### config.mk
export PLATFORM = sky130hd
export DESIGN_NAME = axi_write_slave
export DESIGN_NICKNAME = d
export VERILOG_FILES = /design/src/rtl/axi_write_slave.sv
export SDC_FILE = /design/constraint.sdc
export NUM_CORES = 1
export LEC_CHECK = 0
export BUFFER_PORTS_ARGS = -buffer_cell sky130_fd_sc_hd__buf_4
export CORE_MARGIN = 4
export CORE_UTILIZATION = 53
export DETAILED_ROUTE_END_ITERATION = 10
export PLACE_DENSITY = 0.93
export SLEW_MARGIN = 20
export SYNTH_ARGS = -nofsm -noshare
export SYNTH_HDL_FRONTEND = slang
export SYNTH_SLANG_ARGS = --single-unit
### constraint.sdc
create_clock -name ACLK -period 6.95 [get_ports ACLK]
set_input_delay 0.695 -clock ACLK [delete_from_list [all_inputs] [get_ports ACLK]]
set_output_delay 0.695 -clock ACLK [all_outputs]
set_load 0.1 [all_outputs]
### src/rtl/axi_write_slave.sv
// AXI3 write-channel responder: takes one AW burst, streams its W beats onto a
// byte-strobed single-port memory write interface, then returns the B response.
module axi_write_slave #(
    parameter int buswidth = 32,
    parameter int tagbits  = 1
) (
    input  logic                     ACLK,
    input  logic                     ARESETn,
    input  logic [tagbits:0]         AWID,
    input  logic [buswidth-1:0]      AWADDR,
    input  logic [3:0]               AWLEN,
    input  logic [1:0]               AWSIZE,
    input  logic [1:0]               AWBURST,
    input  logic [1:0]               AWLOCK,
    input  logic [3:0]               AWCACHE,
    input  logic [2:0]               AWPROT,
    input  logic                     AWVALID,
    output logic                     AWREADY,
    input  logic [tagbits:0]         WID,
    input  logic [buswidth-1:0]      WDATA,
    input  logic [buswidth/8-1:0]    WSTRB,
    input  logic                     WLAST,
    input  logic                     WVALID,
    output logic                     WREADY,
    output logic [tagbits:0]         BID,
    output logic [1:0]               BRESP,
    output logic                     BVALID,
    input  logic                     BREADY,
    output logic [buswidth-1:0]      address_out,
    output logic [buswidth-1:0]      data_out,
    output logic [buswidth/8-1:0]    strobe_out,
    output logic                     memwrite
);

    localparam int nbytes   = buswidth / 8;
    localparam int lanebits = (nbytes > 1) ? $clog2(nbytes) : 1;
    localparam int maskbits = 2 * nbytes;

    typedef enum logic [1:0] {
        ST_IDLE  = 2'd0,
        ST_WDATA = 2'd1,
        ST_BRESP = 2'd2
    } state_t;

    state_t                  state_r;
    state_t                  next_state_s;
    logic [tagbits:0]        awid_r;
    logic [buswidth-1:0]     addr_r;
    logic [3:0]              len_r;
    logic [1:0]              size_r;
    logic [1:0]              burst_r;
    logic [8:0]              attr_r;
    logic [3:0]              cnt_r;
    logic                    err_r;
    logic                    beat_s;
    logic                    last_idx_s;
    logic                    beat_err_s;
    logic                    unused_attr_s;

    // WRAP bursts are only legal for 2, 4, 8 or 16 beats
    function automatic logic wrap_len_ok(input logic [3:0] len);
        return (len == 4'd1) || (len == 4'd3) || (len == 4'd7) || (len == 4'd15);
    endfunction

    // Byte lanes covered by one beat of the given size at the given address
    function automatic logic [nbytes-1:0] lane_mask(input logic [buswidth-1:0] addr,
                                                    input logic [1:0] size);
        logic [lanebits-1:0] size_mask;
        logic [lanebits-1:0] offset;
        logic [maskbits-1:0] span;
        size_mask = lanebits'((32'd1 << size) - 32'd1);
        offset    = addr[lanebits-1:0] & ~size_mask;
        span      = maskbits'((32'd1 << (32'd1 << size)) - 32'd1) << offset;
        return span[nbytes-1:0];
    endfunction

    // Address of the beat following the one at addr
    function automatic logic [buswidth-1:0] next_addr(input logic [buswidth-1:0] addr,
                                                      input logic [1:0] size,
                                                      input logic [3:0] len,
                                                      input logic [1:0] burst);
        logic [buswidth-1:0] step;
        logic [buswidth-1:0] incr;
        logic [buswidth-1:0] wrap_mask;
        step      = {{(buswidth-1){1'b0}}, 1'b1} << size;
        incr      = (addr & ~(step - {{(buswidth-1){1'b0}}, 1'b1})) + step;
        wrap_mask = (({{(buswidth-4){1'b0}}, len} + {{(buswidth-1){1'b0}}, 1'b1}) << size)
                    - {{(buswidth-1){1'b0}}, 1'b1};
        case (burst)
            2'b00:   return addr;
            2'b10:   return wrap_len_ok(len) ? ((addr & ~wrap_mask) | (incr & wrap_mask)) : incr;
            default: return incr;
        endcase
    endfunction

    // Lock/cache/prot are kept with the burst but never influence behaviour
    assign unused_attr_s = ^attr_r;

    // State register
    always_ff @(posedge ACLK) begin
        if (!ARESETn) begin
            state_r <= ST_IDLE;
        end else begin
            state_r <= next_state_s;
        end
    end

    // Next-state decode and channel handshakes
    always_comb begin
        next_state_s = state_r;
        AWREADY      = 1'b0;
        WREADY       = 1'b0;
        BVALID       = 1'b0;
        case (state_r)
            ST_IDLE: begin
                AWREADY = 1'b1;
                if (AWVALID) begin
                    next_state_s = ST_WDATA;
                end else begin
                    next_state_s = ST_IDLE;
                end
            end
            ST_WDATA: begin
                WREADY = 1'b1;
                if (WVALID && last_idx_s) begin
                    next_state_s = ST_BRESP;
                end else begin
                    next_state_s = ST_WDATA;
                end
            end
            ST_BRESP: begin
                BVALID = 1'b1;
                if (BREADY) begin
                    next_state_s = ST_IDLE;
                end else begin
                    next_state_s = ST_BRESP;
                end
            end
            default: begin
                next_state_s = ST_IDLE;
            end
        endcase
    end

    // Memory-side outputs follow the accepted beat within the same cycle
    always_comb begin
        last_idx_s  = (cnt_r == len_r);
        beat_s      = (state_r == ST_WDATA) && WVALID;
        beat_err_s  = (WLAST != last_idx_s) || (WID != awid_r);
        memwrite    = beat_s && (burst_r != 2'b11);
        address_out = {buswidth{1'b0}};
        data_out    = {buswidth{1'b0}};
        strobe_out  = {nbytes{1'b0}};
        BID         = {(tagbits+1){1'b0}};
        BRESP       = 2'b00;
        if (state_r == ST_WDATA) begin
            address_out = addr_r;
        end else begin
            address_out = {buswidth{1'b0}};
        end
        if (beat_s) begin
            data_out = WDATA;
        end else begin
            data_out = {buswidth{1'b0}};
        end
        if (memwrite) begin
            strobe_out = WSTRB & lane_mask(addr_r, size_r);
        end else begin
            strobe_out = {nbytes{1'b0}};
        end
        if (state_r == ST_BRESP) begin
            BID   = awid_r;
            BRESP = err_r ? 2'b10 : 2'b00;
        end else begin
            BID   = {(tagbits+1){1'b0}};
            BRESP = 2'b00;
        end
    end

    // Burst context: captured on AW, advanced on every accepted beat
    always_ff @(posedge ACLK) begin
        if (!ARESETn) begin
            awid_r  <= {(tagbits+1){1'b0}};
            addr_r  <= {buswidth{1'b0}};
            len_r   <= 4'd0;
            size_r  <= 2'd0;
            burst_r <= 2'd0;
            attr_r  <= 9'd0;
            cnt_r   <= 4'd0;
            err_r   <= 1'b0;
        end else begin
            case (state_r)
                ST_IDLE: begin
                    if (AWVALID) begin
                        awid_r  <= AWID;
                        addr_r  <= AWADDR;
                        len_r   <= AWLEN;
                        size_r  <= AWSIZE;
                        burst_r <= AWBURST;
                        attr_r  <= {AWLOCK, AWCACHE, AWPROT};
                        cnt_r   <= 4'd0;
                        err_r   <= (AWBURST == 2'b11) ||
                                   ((AWBURST == 2'b10) && !wrap_len_ok(AWLEN));
                    end
                end
                ST_WDATA: begin
                    if (WVALID) begin
                        addr_r <= next_addr(addr_r, size_r, len_r, burst_r);
                        cnt_r  <= cnt_r + 4'd1;
                        if (beat_err_s) begin
                            err_r <= 1'b1;
                        end
                    end
                end
                default: begin
                end
            endcase
        end
    end

endmodule

Word level (Yosys, flattened, before mapping)
Index checks and enable logic that the tools add are counted. Widths: inputs -> output; s select.

Register bits after elaboration: 49. Bits in latches: 0. Memory bits (writable): 0. Memory bits (read-only): 0. Input port bits: 95. Output and inout bits: 76. Logic and storage cells: 93. Memories: 0.

$add $sub $neg: 6. $mul: 0. Div/mod/pow operators: 0. $lt $le $gt $ge: 0. Equal/unequal tests: 21. Shift operators: 4. Multiplexer cells: 25. Bitwise logic cells: 9. Reductions and logical operators: 20.

Operators with widths (number): $mux 32 (5); $pmux 32 s2 (2); $and 32x32->32 (3); $not 32->32 (2); $sub 32x1->32 const B (2); $add 32x32->32 (1); $or 32x32->32 (1); $shl 1x2->32 const A (1); $shl 1x32->8 const A (1); $shl 5x2->32 (1); $mux 4 (3); $mux 2 (5); $ne 2x2->1 const B (5); $eq 2x2->1 const B (4); $eq 4x1->1 const B (2); $eq 4x2->1 const B (2); $eq 4x3->1 const B (2); $eq 4x4->1 const B (2); $logic_or 1x1->1 (8); $pmux 4 s2 (1); $reduce_and 4->1 (2); $shl 8x2->4 (1); $sub 8x1->8 const B (1); $mux 1 (7); other kinds (17) (21).

Longest topological paths before layout
Gate-level depths: netlist (run 1).

Word-level depth: 11. Mapped depth: 13. Depth with buffers taken out: 12.

Worst setup path before layout (run 1)
OpenSTA, ideal clock, no wires.

Path type: reg2out. From: register state_r[1]. To: output port strobe_out[3]. Data arrival time: 4.289 ns. Data required time: 6.255 ns. Setup slack: 1.966 ns. Cell stages (with the launch flop): 8. Path buffers: 1. Cell sequence: dfxtp_1 > nand2b_1 > inv_1 > clkbuf_1 > nand2_1 > a21oi_1 > nand3_1 > a21oi_1.

Word-level cells in the longest chain between the ends: 4.

Ends and longest elaborated chain: start, declared (line 45) `state_t state_r;`; start signal, assigned (line 104) `state_r <= next_state_s;`; $eq 2x1->1 (line 148) `beat_s = (state_r == ST_WDATA) && WVALID;`; $logic_and 1x1->1 (line 148); $logic_and 1x1->1 (line 150) `memwrite = beat_s && (burst_r != 2'b11);`; net memwrite (line 32) `output logic memwrite`; $mux 4 (line 166) `if (memwrite) begin`; end, declared (line 31) `output logic [buswidth/8-1:0] strobe_out,`.

The timed path passes the listed nets, and every way through them passes these cells.

==> results of run 1 <==
## routing by layer
layer	routed length (um)	global-route usage [%]	part of all wire [%]	vias to the layer above
li1	-	-	-	2388
met1	5157	33.78	38	2296
met2	6701	48.46	49	322
met3	1456	5.624	11	40
met4	416	11.56	3.0	0
met5	0	0	0	-
## final cells by class
type	count	area, um^2
Multi-Input combinational cell	475	2908
Fill cell	642	2283
Timing Repair Buffer	162	1216
Sequential cell	49	980.9
Tap cell	102	127.6
Inverter	24	90.09
Clock buffer	6	72.57
Clock inverter	1	8.758
## worst max-delay path by stage
stage,from,end,slack [ns],cells after the start
floorplan,state_r[1],strobe_out[3],1.97,7
global placement,len_r[0],flip-flop,3.93,11
detailed placement,len_r[0],flip-flop,3.80,11
CTS,len_r[0],flip-flop,3.78,11
global route,len_r[0],flip-flop,3.47,11
finish,len_r[0],flip-flop,3.72,11
## power by group through the flow
stage	logic, uW	clock network (uW)	registers, uW
3_3_place_gp	389	0	346
6_report	402	173	342
2_1_floorplan	307	0	332
3_5_place_dp	398	0	347
5_1_grt	430	187	347
4_1_cts	399	173	341
## through the flow
stage	instance area [um^2]	util, %	worst slack [ns]	std cells
2_1_floorplan	4172	-	1.966	590
3_3_place_gp	5323	69.24	3.926	812
3_5_place_dp	5323	69.24	3.804	812
4_1_cts	5404	70.30	3.779	819
5_1_grt	5404	70.30	3.472	819
6_report	5404	70.30	3.720	819
## worst reg2reg max path, delay by kind of cell (launching register included)
kind                       cells  cell delay (ns)
AOI/OAI and AO/OA              4             1.28
adders and majority gates      2             0.62
DFF                            1             0.65
and+or+nand+nor                5             0.56
## logic make-up (layout without fill, tap and decap cells)
kind of cell | Yosys count | count (layout) | share of synthesized area (%)
AO/OA/AOI/OAI | 165 | 165 | 27.63
XOR/XNOR | 17 | 17 | 3.749
adder cells (fa/ha/maj) | 9 | 9 | 2.880
buffers and inverters | 66 | 193 | 6.839
flip-flops | 49 | 49 | 23.52
other | 1 | 1 | 0.08990
AND/OR/NAND/NOR | 283 | 283 | 35.30
## cells in the final DEF, fill, tap and decap left out, types with 10 or more instances in the layout
| cell type | instances |
|---|---|
| and2_1 | 29 |
| and3_1 | 40 |
| a21oi_1 | 43 |
| o22ai_1 | 11 |
| nand3_1 | 21 |
| a32o_1 | 10 |
| o21ai_0 | 23 |
| dfxtp_1 | 49 |
| buf_4 | 162 |
| nor2_1 | 46 |
| a31oi_1 | 10 |
| nor3_1 | 10 |
| inv_1 | 22 |
| xor2_1 | 10 |
| nand2_1 | 83 |
==> results.tsv, run 1 <==
stage	metric	value	unit
synth	syn_area	0.004172	mm^2
clocking	post_cts_resized	0	
grt	grt_pass1_wl	22580	um
die	die_area	0.009354	mm^2
placement	gp_congestion	0.9439	
synth	synth_nets	694	
die	die_x	96.72	um
synth	synth.distinct_cells	73	
die	row_count	32	
placement	dp_hpwl	10530	um
critical_path	critPathKind	flip-flop to flip-flop	
grt	grt-ovfl-total	0	
critical_path	critPathSlowestCell	dfxtp_1	
grt	antenna_found_initial	0	
sta	timing.final.crit_share	46.48	%
clocking	root_buffer	clkbuf_8	
power_and_ir_drop	switching_share	45.10	%
power_and_ir_drop	p_sw	413.6	uW
die	die_height	96.72	um
critical_path	crit_path_cell_trace	ha_1 > nand3b_1 > a21boi_0 > nor4_1 > and2_1 > ha_1 > o21ai_0 > nor2_1 > a32oi_1 > o21a_1 > nor2_1	
layout	final_nets	821	
die	io_pins	171	
critical_path	cpPeakStageDelay	0.65	ns
sta	final_hold_viol_count	0	
synth	yosysSeqAreaShare	23.52	%
sta	fmax	309.6	MHz
power_and_ir_drop	combPwrFrac	43.9	%
sta	rsz0062_at_grt	false	
power_and_ir_drop	total_leakage_power	0.002452	uW
clocking	h-tree-depth	2	
critical_path	r2r_slack	3.72	ns
critical_path	r2r-start	len_r[0]	
clocking	cts_hold_buf	0	
layout	n_antenna_cell	0	
synth	synth.avg_cell_area	7.070	um^2
drt	drtIter0Drc	416	
clocking	cts_tree	done	
layout	synthToLayoutAreaGrowth	29.54	%
clocking	clock_sinks	49	
run	drv_cap	0	
drt	wl	13730	um
synth	synth_top_area_share	23.52	%
drt	ant_nets	0	
synth	syn_inst	590	
clocking	cts-buffers-inserted	5	
drt	wl_per_cell	16.77	um
grt	track_usage	28.02	%
clocking	cts_setup_buffers	0	
critical_path	critPathTopFamily	compound AO/OA/AOI/OAI gates	
sta	slew_viol_final	0	
synth	synth-edff-count	0	
sta	max_slew_margin	42.25	%
worst_hold_path	min_path_cells	2	
sta	timing.hold.ws	0.4963	ns
grt	grt_pass1_vias	4854	
power_and_ir_drop	powerDensity	169.7	mW/mm^2
worst_hold_path	worst_hold_path_type	flip-flop to flip-flop	
sta	fin_skew	0.01068	ns
synth	yosysMostFrequentCell	nand2_1	
synth	synth_area_leaders	dfxtp_1 24%, nand2_1 7.5%, and3_1 6.0%	
synth	ys.flop_type	dfxtp_1	
power_and_ir_drop	p_seq_share	37.3	%
sta	period_needed	3.230	ns
drt	vias	5046	
clocking	clk_pin_slew_worst_paths	0.10	ns
sta	worst_pin_slew	0.8662	ns
drt	via_per_inst	6.161	
critical_path	crit_path_end_kind	flip-flop	
power_and_ir_drop	p_clk_share	18.8	%
die	start_util	54.26	%
die	core_area	0.007687	mm^2
worst_hold_path	min_to	awid_r[1]	
grt	grt_start_max_net_pins	65	
synth	synth_common_cells	83 x nand2_1, 49 x dfxtp_1, 46 x nor2_1, 43 x a21oi_1, 40 x and3_1	
critical_path	worstPathMaxFanout	15	
drt	route.detailed.drc	0	
layout	drive_gt1_share	26.36	%
synth	synth_top_area_cell	dfxtp_1	
clocking	clockBufferDepth	2	
sta	tns	0	ns
critical_path	reg2reg_depth	11	
critical_path	startpoint_type	flip-flop	
power_and_ir_drop	p_total	917.2	uW
critical_path	critPathArrivalTime	3.41	ns
sta	setup_viol	0	
synth	ys_ff_latch	49	
placement	io_buffers	160	
worst_hold_path	min_from	awid_r[1]	
power_and_ir_drop	internal_power	503.5	uW
run_status	status	completed	
synth	ys_warn_count	0	
critical_path	path_buf_inv	0	
power_and_ir_drop	vdd_drop_max	0.08722	mV
drt	drtPass1Iterations	5	
critical_path	cp.required	7.13	ns
clocking	clkLatencyLatePin	0.31	ns
synth	ys_async_sr_fraction	0	%
No activity file was read; power rests on OpenSTA's default activity.
==> run 2, diff against run 1 <==
--- a/config.mk
+++ b/config.mk
@@ -7,9 +7,9 @@
 export LEC_CHECK = 0
 export BUFFER_PORTS_ARGS = -buffer_cell sky130_fd_sc_hd__buf_4
 export CORE_MARGIN = 4
-export CORE_UTILIZATION = 53
+export CORE_UTILIZATION = 45
 export DETAILED_ROUTE_END_ITERATION = 10
-export PLACE_DENSITY = 0.93
+export PLACE_DENSITY = 0.84
 export SLEW_MARGIN = 20
 export SYNTH_ARGS = -nofsm -noshare
 export SYNTH_HDL_FRONTEND = slang
==> constraint.sdc (replaced) <==
create_clock -name ACLK -period 2.7 [get_ports ACLK]
set_input_delay 0.27 -clock ACLK [delete_from_list [all_inputs] [get_ports ACLK]]
set_output_delay 0.27 -clock ACLK [all_outputs]
set_load 0.1 [all_outputs]
==> run 2 against run 1 <==
  * Via count rose by 1.0%
  * Combinational power rose to 2.8 times the previous value
  * Critical path depth did not move
  * Final area increased by 6.1%
  * Final cell count grew 4.6%
==> results.tsv, run 2 (synthesis gave the netlist of run 1 again) <==
stage	metric	value	unit	change
drt	drtPass1Iterations	6		was 5
run	drv_cap	0		unchanged
sta	timing.hold.ws	0.1944	ns	was 0.4963 ns
layout	fin_util	64.48	%	was 70.30%
grt	grt_pass1_wl	24040	um	was 22580 um
drt	route.detailed.drc	0		unchanged
grt	grt_pass1_vias	4958		was 4854
die	io_pins	171		unchanged
worst_hold_path	worst_hold_path_type	input port to flip-flop		was flip-flop to flip-flop
sta	rsz0062_at_grt	true		was false
clocking	clock_sinks	49		unchanged
die	die_height	104.3	um	was 96.72 um
sta	period_needed	2.538	ns	was 3.230 ns
sta	worst_pin_slew	0.8804	ns	was 0.8662 ns
sta	fin_skew	0.008126	ns	was 0.01068 ns
grt	track_usage	26.27	%	was 28.02%
sta	tns	0	ns	unchanged
drt	ant_nets	0		unchanged
clocking	h-tree-depth	2		unchanged
drt	drtIter0Drc	338		was 416
drt	via_per_inst	5.947		was 6.161
layout	final_common_cell	buf_4		unchanged
sta	slew_viol_final	0		unchanged
clocking	clkLatencyLatePin	0.31	ns	about the same
critical_path	reg2reg_depth	11		unchanged
sta	fmax	394.0	MHz	was 309.6 MHz
layout	n_fill_cell	795		was 642
layout	final_nets	853		was 821
drt	vias	5097		was 5046
sta	timing.final.crit_share	94.01	%	was 46.48%
sta	max_slew_margin	41.24	%	was 42.25%
grt	antenna_found_initial	0		unchanged
clocking	clk_pin_slew_worst_paths	0.10	ns	about the same
run_status	status	completed		unchanged
die	start_util	46.92	%	was 54.26%
clocking	root_buffer	clkbuf_8		unchanged
sta	setup_slack	0.1617	ns	was 3.720 ns
worst_hold_path	min_path_cells	3		was 2
critical_path	cp.required	2.91	ns	was 7.13 ns
layout	drive_gt1_share	31.51	%	was 26.36%
power_and_ir_drop	powerDensity	433.8	mW/mm^2	was 169.7 mW/mm^2
die	die_x	104.3	um	was 96.72 um
clocking	clockBufferDepth	2		unchanged
sta	setup_viol	0		unchanged
layout	register_area	983.4	um^2	was 980.9 um^2
placement	pre_cts_slack	0.08249	ns	was 3.804 ns
power_and_ir_drop	total_leakage_power	0.002620	uW	was 0.002452 uW
critical_path	critPathKind	flip-flop to flip-flop		unchanged
clocking	cts-buffers-inserted	5		unchanged
die	die_area	0.01087	mm^2	was 0.009354 mm^2
placement	gp_congestion	0.8941		was 0.9439
critical_path	r2r_slack	0.16	ns	was 3.72 ns
drt	wl	15000	um	was 13730 um
placement	dp.cells	850		was 812
critical_path	startpoint_type	flip-flop		unchanged
clocking	cts_setup_buffers	0		unchanged
critical_path	r2r-start	len_r[1]		was len_r[0]
placement	io_buffers	160		unchanged
clocking	cts_tree	done		unchanged
die	core_area	0.008891	mm^2	was 0.007687 mm^2
clocking	cts_hold_buf	0		unchanged
layout	multi_input_area	0.002962	mm^2	was 0.002908 mm^2
layout	layout_common_cells	193 x buf_4, 82 x nand2_1, 47 x dfxtp_1		was 162 x buf_4, 83 x nand2_1, 49 x dfxtp_1
worst_hold_path	min_from	AWSIZE[0]		was awid_r[1]
placement	dp_hpwl	11610	um	was 10530 um
sta	final_hold_viol_count	0		unchanged
power_and_ir_drop	vdd_drop_max	0.2328	mV	was 0.08722 mV
critical_path	critPathArrivalTime	2.75	ns	was 3.41 ns
layout	n_antenna_cell	0		unchanged
grt	grt-ovfl-total	0		unchanged
layout	synthToLayoutAreaGrowth	37.43	%	was 29.54%
layout	stdcell_count	857		was 819
die	row_count	34		was 32
grt	grt_start_max_net_pins	56		was 65
drt	wl_per_cell	17.50	um	was 16.77 um
critical_path	worstPathMaxFanout	8		was 15
worst_hold_path	min_to	size_r[0]		was awid_r[1]
critical_path	crit_path_end_kind	flip-flop		unchanged
run 2: cell types whose count changed in the layout (fill, tap and decap cells not counted), sizes merged:
cell | previous run | this run
inv | 24 | 23
clkinvlp | 0 | 2
buf | 162 | 194
clkinv | 1 | 0
run 2: timing repair:
action | in CTS | in global routing
resized for setup | 0 | 11
endpoints found under the hold margin | 0 | 0
setup endpoints to repair | 0 | 20
run 2: per-stage QoR:
stage	power (uW)	cell area (um^2)
6_report	2487	5733
5_1_grt	2606	5733
4_1_cts	2470	5700
3_5_place_dp	1994	5610
3_3_place_gp	1973	5610
2_1_floorplan	1651	4200
run 2: worst max-delay path by stage:
stage | from | to | slack (ns) | cells after the start
after floorplan | state_r[1] | strobe_out[3] | -0.25 | 7
after global placement | size_r[1] | flip-flop | 0.14 | 10
final | len_r[1] | flip-flop | 0.16 | 11
after CTS | size_r[1] | flip-flop | 0.07 | 10
after detailed placement | size_r[1] | flip-flop | 0.08 | 10
after global routing | len_r[1] | flip-flop | -0.02 | 13
run 2: worst max-delay path, stage by stage, from the launching register on:
cell and delay (ns):
dfxtp_1 0.32, buf_4 0.16, ha_1 0.20, buf_4 0.16
and2_1 0.17, a221oi_2 0.26, o21ai_2 0.12, a21oi_1 0.29
nor2_2 0.13, buf_4 0.21, a31o_2 0.23, a32o_1 0.19
run 2: area by class of cell:
cell class | count | share of cell area (%)
well taps | 108 | 2.357
clock inverters | 1 | 0.1309
flip-flops and latches | 49 | 17.15
inverters | 24 | 1.637
clock buffers | 6 | 1.440
repair buffers | 194 | 25.62
multi-input cells | 475 | 51.66
run 2: routing by layer:
| metal | global-route usage, % | routed length, um |
|---|---|---|
| met4 | 8.167 | 328 |
| met2 | 46.13 | 7345 |
| met1 | 32.09 | 6092 |
| met3 | 5.276 | 1231 |
| met5 | 0 | 0 |
run 2: power by group:
| group | switching, uW | internal [uW] |
|---|---|---|
| sequential | 85.6 | 786 |
| combinational | 746 | 383 |
| clock | 282 | 204 |
| total | 1110 | 1370 |
==> run 3, diff against run 2 <==
--- a/config.mk
+++ b/config.mk
@@ -5,10 +5,10 @@
 export SDC_FILE = /design/constraint.sdc
 export NUM_CORES = 1
 export LEC_CHECK = 0
-export BUFFER_PORTS_ARGS = -buffer_cell sky130_fd_sc_hd__buf_4
-export CORE_MARGIN = 4
-export CORE_UTILIZATION = 45
+export CORE_MARGIN = 1
+export CORE_UTILIZATION = 59
 export DETAILED_ROUTE_END_ITERATION = 10
+export DONT_BUFFER_PORTS = 1
 export PLACE_DENSITY = 0.84
 export SLEW_MARGIN = 20
 export SYNTH_ARGS = -nofsm -noshare
==> run 3 against run 2 <==
  * Register-to-register slack worse by 0.06 ns
  * Critical path depth down 2
  * Combinational power fell by 9%
  * Die area is 32% lower
  * Fmax shrank 2.3%
  * Worst hold slack got worse by 0.13 ns
  * Largest cell class unchanged
  * Largest power group unchanged
==> results.tsv, run 3 (synthesis gave the netlist of run 1 again) <==
stage	metric	value	unit	change
sta	setup_viol	0		unchanged
clocking	h-tree-depth	2		unchanged
sta	tns	0	ns	unchanged
run_status	status	completed		unchanged
drt	via_per_inst	6.504		was 5.947
placement	gp_congestion	0.9361		was 0.8941
critical_path	startpoint_type	flip-flop		unchanged
layout	drive_gt1_share	24.24	%	was 31.51%
clocking	clock_sinks	49		unchanged
sta	slew_viol_final	0		unchanged
critical_path	crit_path_cell_trace	or2b_1 > inv_1 > ha_1 > and3b_1 > o221a_2 > and3_1 > nor3b_1 > a22o_1 > a32o_1		was buf_4 > ha_1 > buf_4 > and2_1 > a221oi_2 > o21ai_2 > a21oi_1 > nor2_2 > buf_4 > a31o_2 > a32o_1
run	drv_cap	0		unchanged
grt	antenna_found_initial	2		was 0
sta	timing.final.crit_share	96.22	%	was 94.01%
drt	drtIter0Drc	450		was 338
grt	track_usage	35.16	%	was 26.27%
worst_hold_path	min_from	AWLEN[1]		was AWSIZE[0]
sta	max_slew_margin	44.85	%	was 41.24%
clocking	clk_pin_slew_worst_paths	0.11	ns	was 0.10 ns
drt	route.detailed.drc	0		unchanged
critical_path	r2r_slack	0.10	ns	was 0.16 ns
placement	place_area	0.005090	mm^2	was 0.005610 mm^2
grt	grt_pass1_wl	20820	um	was 24040 um
critical_path	cp.required	2.91	ns	about the same
grt	grt-ovfl-total	0		unchanged
placement	dp_hpwl	10320	um	was 11610 um
die	die_x	86.09	um	was 104.3 um
die	start_util	61.40	%	was 46.92%
worst_hold_path	min_path_cells	2		was 3
clocking	clockBufferDepth	2		unchanged
die	die_area	0.007411	mm^2	was 0.01087 mm^2
worst_hold_path	worst_hold_path_type	input port to flip-flop		unchanged
die	io_pins	171		unchanged
drt	vias	4930		was 5097
critical_path	critPathKind	flip-flop to flip-flop		unchanged
sta	timing.hold.ws	0.06648	ns	was 0.1944 ns
power_and_ir_drop	powerDensity	458.2	mW/mm^2	was 433.8 mW/mm^2
layout	final_common_cell	buf_4		unchanged
clocking	root_buffer	clkbuf_8		unchanged
clocking	cts-buffers-inserted	5		unchanged
drt	wl_per_cell	18.07	um	was 17.50 um
grt	grt_start_max_net_pins	56		unchanged
power_and_ir_drop	vdd_drop_max	0.2801	mV	was 0.2328 mV
layout	finalInstanceArea	0.005201	mm^2	was 0.005733 mm^2
layout	layout_common_cells	92 x buf_4, 82 x nand2_1, 46 x dfxtp_1		was 193 x buf_4, 82 x nand2_1, 47 x dfxtp_1
critical_path	critPathArrivalTime	2.81	ns	was 2.75 ns
clocking	cts_tree	done		unchanged
die	die_height	86.09	um	was 104.3 um
sta	fmax	384.9	MHz	was 394.0 MHz
critical_path	crit_path_end_kind	flip-flop		unchanged
grt	grt_pass1_vias	4532		was 4958
critical_path	critPathSlowestCell	dfxtp_2		was dfxtp_1
clocking	clkLatencyLatePin	0.32	ns	was 0.31 ns
drt	drtPass1Iterations	5		was 6
sta	worst_pin_slew	0.8268	ns	was 0.8804 ns
die	row_count	30		was 34
drt	wl	13690	um	was 15000 um
placement	io_buffers	0		was 160
power_and_ir_drop	total_leakage_power	0.002215	uW	was 0.002620 uW
critical_path	cpPeakStageDelay	0.39	ns	was 0.32 ns
critical_path	r2r-start	size_r[1]		was len_r[1]
worst_hold_path	min_to	len_r[1]		was size_r[0]
sta	period_needed	2.598	ns	was 2.538 ns
layout	synthToLayoutAreaGrowth	24.69	%	was 37.43%
die	core_area	0.006794	mm^2	was 0.008891 mm^2
layout	final_nets	763		was 853
sta	fin_skew	0.01259	ns	was 0.008126 ns
layout	n_fill_cell	493		was 795
drt	ant_nets	0		unchanged
critical_path	worstPathMaxFanout	9		was 8
sta	final_hold_viol_count	0		unchanged
critical_path	reg2reg_depth	9		was 11
## run 3: cell count changes in the layout (fill, tap and decap cells not counted), sizes merged
cell	change
buf	-90
clkbuf	-1
clkinv	+1
clkinvlp	-1
diode	+2
inv	+2
## run 3: routing by layer
metal / global-route usage [%] / vias up / routed length (um)
met4: 16.21 / 0 / 441
li1: - / 2280 / -
met5: 0 / - / 0
met3: 8.085 / 52 / 1411
met2: 61.33 / 340 / 6684
met1: 40.72 / 2258 / 5156
## run 3: worst max-delay path by stage
stage,startpoint,slack (ns),endpoint
floorplan,state_r[1],-0.25,strobe_out[3]
global placement,size_r[1],0.14,flip-flop
detailed placement,size_r[1],0.08,flip-flop
CTS,size_r[1],0.06,flip-flop
global route,len_r[1],-0.04,flip-flop
finish,size_r[1],0.10,flip-flop
## run 3: cell type report
class	count	area, um^2	share of cell area (%)
Timing Repair Buffer	104	930.9	17.90
Multi-Input combinational cell	475	2980	57.30
Sequential cell	49	984.7	18.93
Clock inverter	3	21.27	0.4089
Tap cell	96	120.1	2.309
Inverter	24	90.09	1.732
Clock buffer	5	68.82	1.323
Antenna cell	2	5.005	0.09622
## run 3: what timing repair did
item / CTS / global route
endpoints found under the setup margin: 0 / 22
buffers inserted: 0 / 0
hold buffers: 0 / 0
gates resized for setup: 0 / 8
## run 3: stage by stage
stage	std cells	total power (uW)	setup slack [ns]	utilization, %
2_1_floorplan	590	1651	-0.2468	-
3_3_place_gp	748	1861	0.1388	74.92
3_5_place_dp	748	1893	0.08222	74.92
4_1_cts	756	2351	0.05591	76.24
5_1_grt	758	2478	-0.03892	76.56
6_report	758	2383	0.1022	76.56
## run 3: worst max-delay path, delay by kind of cell, from the launching register on
kind / cells / cell delay (ns)
and+or+nand+nor: 4 / 0.95
buffers and inverters: 1 / 0.14
adders and majority gates: 1 / 0.24
DFF: 1 / 0.39
AOI/OAI and AO/OA: 3 / 0.77
## run 3: report_power, final
part           internal (uW)  switching, uW  total [uW]  leakage (uW)
registers                787           83.5         870      0.000403
logic                    310            721        1030       0.00177
clock network            185            296         481     0.0000446
total                   1280           1100        2380       0.00222
